===== src/rtl/fetch_queue.sv =====
// Fetch stage: owns the PC, drives the instruction-memory address, and buffers
// {pc, instruction} pairs in a small FIFO that decode drains over valid/ready.
module fetch_queue #(
  parameter logic [31:0] RESET_PC   = 32'h0000_0000,
  parameter int          DEPTH      = 2,
  parameter int          DATA_WIDTH = 32
) (
  input  logic                       iClk,
  input  logic                       iRstN,
  output logic [31:0]                oPC,
  input  logic [DATA_WIDTH-1:0]      iInstruction,
  input  logic                       iRedirect,
  input  logic [31:0]                iRedirectPC,
  output logic                       oValid,
  input  logic                       iReady,
  output logic [DATA_WIDTH-1:0]      oInstr,
  output logic [31:0]                oInstrPC,
  output logic [$clog2(DEPTH):0]     oCount
);

  localparam int PW = $clog2(DEPTH);
  localparam int CW = PW + 1;

  // Handshake: an entry transfers on a cycle where oValid && iReady, except
  // that a redirect in the same cycle wins and nothing is popped. While
  // oValid && !iReady the head (oValid, oInstr, oInstrPC) stays stable.

  logic [31:0]           pc_q;
  logic [PW-1:0]         rd_ptr_q;
  logic [PW-1:0]         wr_ptr_q;
  logic [CW-1:0]         count_q;
  logic [DATA_WIDTH-1:0] instr_mem [DEPTH];
  logic [31:0]           pc_mem    [DEPTH];

  logic pop;
  logic fetch;

  always_comb begin
    pop   = 1'b0;
    fetch = 1'b0;
    if (!iRedirect) begin
      pop   = (count_q != '0) && iReady;
      fetch = (count_q < CW'(DEPTH)) || pop;
    end
  end

  always_ff @(posedge iClk or negedge iRstN) begin
    if (!iRstN) begin
      pc_q     <= RESET_PC;
      rd_ptr_q <= '0;
      wr_ptr_q <= '0;
      count_q  <= '0;
    end else if (iRedirect) begin
      pc_q     <= {iRedirectPC[31:2], 2'b00};
      rd_ptr_q <= '0;
      wr_ptr_q <= '0;
      count_q  <= '0;
    end else begin
      if (fetch) begin
        pc_q     <= pc_q + 32'd4;
        wr_ptr_q <= wr_ptr_q + PW'(1);
      end
      if (pop) begin
        rd_ptr_q <= rd_ptr_q + PW'(1);
      end
      case ({fetch, pop})
        2'b10:   count_q <= count_q + CW'(1);
        2'b01:   count_q <= count_q - CW'(1);
        default: count_q <= count_q;
      endcase
    end
  end

  // Storage needs no reset: the head is masked to zero whenever the queue is empty.
  always_ff @(posedge iClk) begin
    if (fetch) begin
      instr_mem[wr_ptr_q] <= iInstruction;
      pc_mem[wr_ptr_q]    <= pc_q;
    end
  end

  always_comb begin
    oPC      = pc_q;
    oCount   = count_q;
    oValid   = (count_q != '0);
    oInstr   = '0;
    oInstrPC = '0;
    if (oValid) begin
      oInstr   = instr_mem[rd_ptr_q];
      oInstrPC = pc_mem[rd_ptr_q];
    end
  end

endmodule

===== config.mk =====
export PLATFORM = sky130hd
export DESIGN_NAME = fetch_queue
export DESIGN_NICKNAME = d
export VERILOG_FILES = /design/src/rtl/fetch_queue.sv
export SDC_FILE = /design/constraint.sdc
export NUM_CORES = 1
export LEC_CHECK = 0
export BUFFER_PORTS_ARGS = -buffer_cell sky130_fd_sc_hd__buf_2
export CAP_MARGIN = 20
export CORE_MARGIN = 1.5
export CORE_UTILIZATION = 40
export DETAILED_ROUTE_END_ITERATION = 12
export HOLD_SLACK_MARGIN = 0.1
export PLACE_DENSITY = 0.72
export SLEW_MARGIN = 25
export SYNTH_ARGS = -nofsm -noshare
export SYNTH_HDL_FRONTEND = slang
export SYNTH_SLANG_ARGS = --single-unit

===== constraint.sdc =====
create_clock -name iClk -period 16.06 [get_ports iClk]
set_clock_uncertainty 0.05 [all_clocks]
set_input_delay 2.409 -clock iClk [delete_from_list [all_inputs] [get_ports iClk]]
set_output_delay 2.409 -clock iClk [all_outputs]
set_load 0.02 [all_outputs]

Yosys cells after proc, flatten, opt, wreduce, memory -nomap -nowiden
Memory sizes are Yosys's and may differ from the RTL's.
Cells that the tools add are included.
{"block": "totals", "wordCells": 34, "memories": 2, "mem_bits_rw": 128, "regBits": 36, "out_inout_bits": 99, "inputBits": 68}
{"name": "instr_mem", "depth": 2, "word_bits": 32, "read_ports": 1, "rd_clocked_by_memory_dff": 0, "wr": 1, "line_no": "32", "source": "logic [DATA_WIDTH-1:0] instr_mem [DEPTH];"}
{"name": "pc_mem", "depth": 2, "word_bits": 32, "read_ports": 1, "rd_clocked_by_memory_dff": 0, "wr": 1, "line_no": "33", "source": "logic [31:0] pc_mem [DEPTH];"}
{"block": "classes", "addsub": 5, "muxes": 14, "n_eq_ne": 2, "magnitude_cmp": 1, "n_reduce_logical": 6}
{"operator": "$mux W32", "count": 4}
{"operator": "$add A32 B3 Y32 const B", "count": 1}
{"operator": "$mux W1", "count": 8}
{"operator": "$reduce_bool A2 Y1", "count": 3}
{"operator": "$pmux W2 S2", "count": 1}
{"operator": "$reduce_bool A3 Y1", "count": 1}
{"operator": "$add A1 B1 Y1 const B", "count": 2}
{"operator": "$add A2 B1 Y2 const B", "count": 1}
{"operator": "$eq A2 B1 Y1 const B", "count": 1}
{"operator": "$eq A2 B2 Y1 const B", "count": 1}
{"operator": "$lt A2 B2 Y1 const B", "count": 1}
{"operator": "$mux W2", "count": 1}
{"operator": "$sub A2 B1 Y2 const B", "count": 1}
{"operator": "$logic_and A1 B1 Y1", "count": 1}
{"operator": "$logic_or A1 B1 Y1", "count": 1}

Longest topological paths before layout
{"block": "logic_depth", "depth_word": 7, "ltp_mapped": 7, "ltp_nobuf": 6}

Worst setup path after synthesis
Ideal clock, no wire load.
{"block": "synth_timing", "kind": "in2reg", "from": "input iRedirect", "to": "memory instr_mem[1][0], enable pin", "n_path_buf": 2, "cell_stages": 3, "arrival_time_ns": 7.383, "setup_slack_ns": 8.056, "setup_ns": 0.571, "t_required_ns": 15.439, "path_cell_list": "clkbuf_1 > clkbuf_1 > nor3b_1"}
{"block": "synth_between", "elab_chain_cells": 3}
{"item": "start, declared", "line_no": "12", "source": "input logic iRedirect,"}
{"item": "$mux W1", "line_no": "41", "source": "if (!iRedirect) begin"}
{"item": "$mux W1", "line_no": "76", "source": "if (fetch) begin"}
{"item": "$mux W1 (not written as such)", "line_no": "77", "source": "instr_mem[wr_ptr_q] <= iInstruction;"}
{"item": "end, declared", "line_no": "32"}
Every way passes these cells.

Worst setup path after layout
{"block": "layout_timing", "from": "register rd_ptr_q", "to": "output oInstrPC[2]"}
{"block": "layout_between", "elab_chain_cells": 2}
{"item": "start, declared", "line_no": "29", "source": "logic [PW-1:0] rd_ptr_q;"}
{"item": "start signal, assigned", "line_no": "64", "source": "rd_ptr_q <= rd_ptr_q + PW'(1);"}
{"item": "$mem_v2 Z2 W32"}
{"item": "$mux W32", "line_no": "88", "source": "if (oValid) begin"}
{"item": "end, declared", "line_no": "17", "source": "output logic [31:0] oInstrPC,"}
Every way passes these cells.

==> impl_metrics.yaml <==
power:
  power_density_nw_per_um2: 131
  power_w: 0.00106
  ir_drop_uv: 65.3
  leakage_nw: 3.22
synth:
  synth_area_leader_cell: "edfxtp_1"
  synth_top_area_share: 0.572
  synth_seq_cells: 158
  synth_most_common_cell: "edfxtp_1"
  synth_xor_area_frac: 0.0363
  synth.avg_cell_area_um2: 13.7
  synth_compound_area_frac: 0.0282
  netlist_area_um2: 6510
  synthMuxAreaShare: 0.100
  synth_top_family_by_area: "simple AND/OR/NAND/NOR gates"
  synth_edf_count: 124
  synth_area_leaders: "edfxtp_1, dfrtp_1, mux2i_1, nor2_1, xor2_1"
  ys_warn_count: 0
  yosysSeqAreaShare: 0.702
  synth_fa_ha_area_frac: 0.00192
  synthSimpleGateAreaFrac: 0.105
  syn_inst: 474
  async_flop_share: 0.215
  ys_types: 33
  synthFlopType: "edfxtp_1"
  synth_commonest_cells: "edfxtp_1, nor2_1, mux2i_1, dfrtp_1, nand2_1"
grt:
  gr-total-overflow: 0
  antenna_found_initial: 1
  grt_pass1_wl_um: 21100
  grt_max_degree: 64
  grt_use_total: 0.166
  grt_pass1_vias: 4206
clock_network:
  postCtsHoldBufs: 0
  clkTransAtPathRegs_ps: 60
  cts_max_path_buffers: 2
  cts_tree: "done"
  ctsResizeCount: 0
  cts.sinks: 158
  root_buffer: "clkbuf_16"
  clk_latency_ps: 420
  cts_setup_buffers: 0
  htreeDepth: 4
  numCtsBuffers: 17
worst_setup_path:
  r2r_end: "oPC[28]"
  reg2reg_slack_ps: 13790
  worstSetupPathType: "flip-flop to output port"
  slowest_delay_ps: 690
  r2r_cells: 5
  rr_startpoint: "oPC[8]"
  path_cells: "buf_4 > mux2i_1 > nor2_1 > buf_2"
  cp.arrival_ps: 2370
  endpoint_kind: "output port"
  cp.required_ps: 13600
  cp_slowest_cell: "buf_4"
  path_max_fanout: 43
  start_kind: "flip-flop"
sta:
  finalSetupTns_ps: 0
  whs_ps: 489
  hold_viol: 0
  rsz0062_at_grt: "false"
  relSlewSlack: 0.417
  max_freq_mhz: 207
  report.final.slew_viol_count: 0
  fin_crit_sh: 0.300
  period_needed_ps: 4820
  setup_viol: 0
  tightest_slew_ps: 874
final_layout:
  fill_cells: 1392
  num_antenna_cells: 0
  drive_above_1_share: 0.317
  num-nets-final: 702
  area_growth_syn_to_layout_pct: 24.8
placed_design:
  hpwl_um: 8980
  port_buffers: 160
  place_congestion: 0.782
die:
  core_um2: 15900
  row_count: 46
  start_util: 0.410
  die_y_um: 131
  die-area_um2: 17100
  io_pins: 167
  die_width_um: 131
status:
  status: "finished, final reports clean"
min_path:
  hold_class: "flip-flop to flip-flop"
  holdPathStages: 0
  hold_path.startpoint: "oPC[31]"
  hold_end: "pc_mem[1][31]"
drt:
  wl_met2_um: 6860
  drt_iter0_markers: 215
  drc: 0
  dr.max_layer_used: "met5"
  vias: 4215
  wirelength_met1_um: 6060
  drt_pass1_iterations: 4
  ant_nets: 0
  wl_per_cell_um: 16.3
  wl_met3_um: 906
  wl_um: 14000
  drt-vias-per-instance: 4.89
flow_run:
  max_cap_violations: 0
## report_power, final
part | internal, W | switching (W) | total [W]
clock | 0.000247 | 0.000164 | 0.000411
sequential | 0.000479 | 0.0000225 | 0.000502
combinational | 0.0000523 | 0.0000984 | 0.000151
## registers in the layout, indices dropped and copies added (netlist names)
| name | cells |
|---|---|
| instr_mem | 64 |
| wr_ptr_q | 1 |
| pc_mem | 60 |
| oPC | 30 |
| oCount | 2 |
| rd_ptr_q | 1 |
## worst max-delay path, delay by kind of cell (launching register included)
kind | cells | cell delay (ps)
and+or+nand+nor | 1 | 80
muxes | 1 | 260
buffers and inverters | 2 | 890
DFF | 1 | 680
## metrics by stage
stage	instances	instance area [um2]	utilization	setup slack, ps
floorplan	477	6520	-	8060
global placement	830	7520	0.473	11710
detailed placement	830	7520	0.473	11660
CTS	862	8130	0.512	11200
global route	862	8130	0.512	11110
finish	862	8130	0.512	11240
## layout make-up
cell class,instances,area [um2],share of cell area
tap,216,270,0.0333
sequential,158,4580,0.563
clock inverter,15,185,0.0228
multi-input combinational,283,1800,0.221
clock buffer,17,425,0.0523
timing repair buffer,165,838,0.103
inverter,8,30.0,0.00370
## kinds of logic after synthesis
kind of cell             count (synthesis)
flip-flops                             158
AND/OR/NAND/NOR                        151
multiplexers                            65
buffers and inverters                   36
AO/OA/AOI/OAI                           35
XOR/XNOR                                27
adder cells (fa/ha/maj)                  1
other                                    1
## how the worst max path moves through the flow
| stage | startpoint | to |
|---|---|---|
| 2_1_floorplan | iRedirect | instr_mem[1][0] |
| 3_5_place_dp | rd_ptr_q | oInstrPC[2] |
| 6_report | rd_ptr_q | oInstrPC[2] |
| 4_1_cts | rd_ptr_q | oInstrPC[2] |
| 3_3_place_gp | rd_ptr_q | oInstrPC[7] |
| 5_1_grt | rd_ptr_q | oInstr[10] |
## per-layer routing
layer | up-vias | track usage
met5 | - | 0
met1 | 2041 | 0.198
met4 | 2 | 0.0608
met2 | 134 | 0.278
met3 | 20 | 0.0574
li1 | 2018 | -
## placed cells by master (no fill, tap or decap), drive strengths merged, types with 4 or more instances in the layout
| cell | Yosys | routed |
|---|---|---|
| nor2 | 75 | 75 |
| nand4 | 13 | 13 |
| o21ai | 28 | 28 |
| nand3 | 12 | 12 |
| xor2 | 20 | 20 |
| inv | 7 | 12 |
| edfxtp | 124 | 124 |
| buf | 14 | 165 |
| nor3 | 5 | 5 |
| clkbuf | 14 | 17 |
| xnor2 | 7 | 7 |
| mux2i | 63 | 63 |
| clkinv | 1 | 5 |
| or3 | 4 | 4 |
| a31oi | 4 | 4 |
| conb | 1 | 4 |
| nand2 | 33 | 33 |
| dfrtp | 34 | 34 |
| and3 | 5 | 5 |
(Power assumes the default switching activity.)
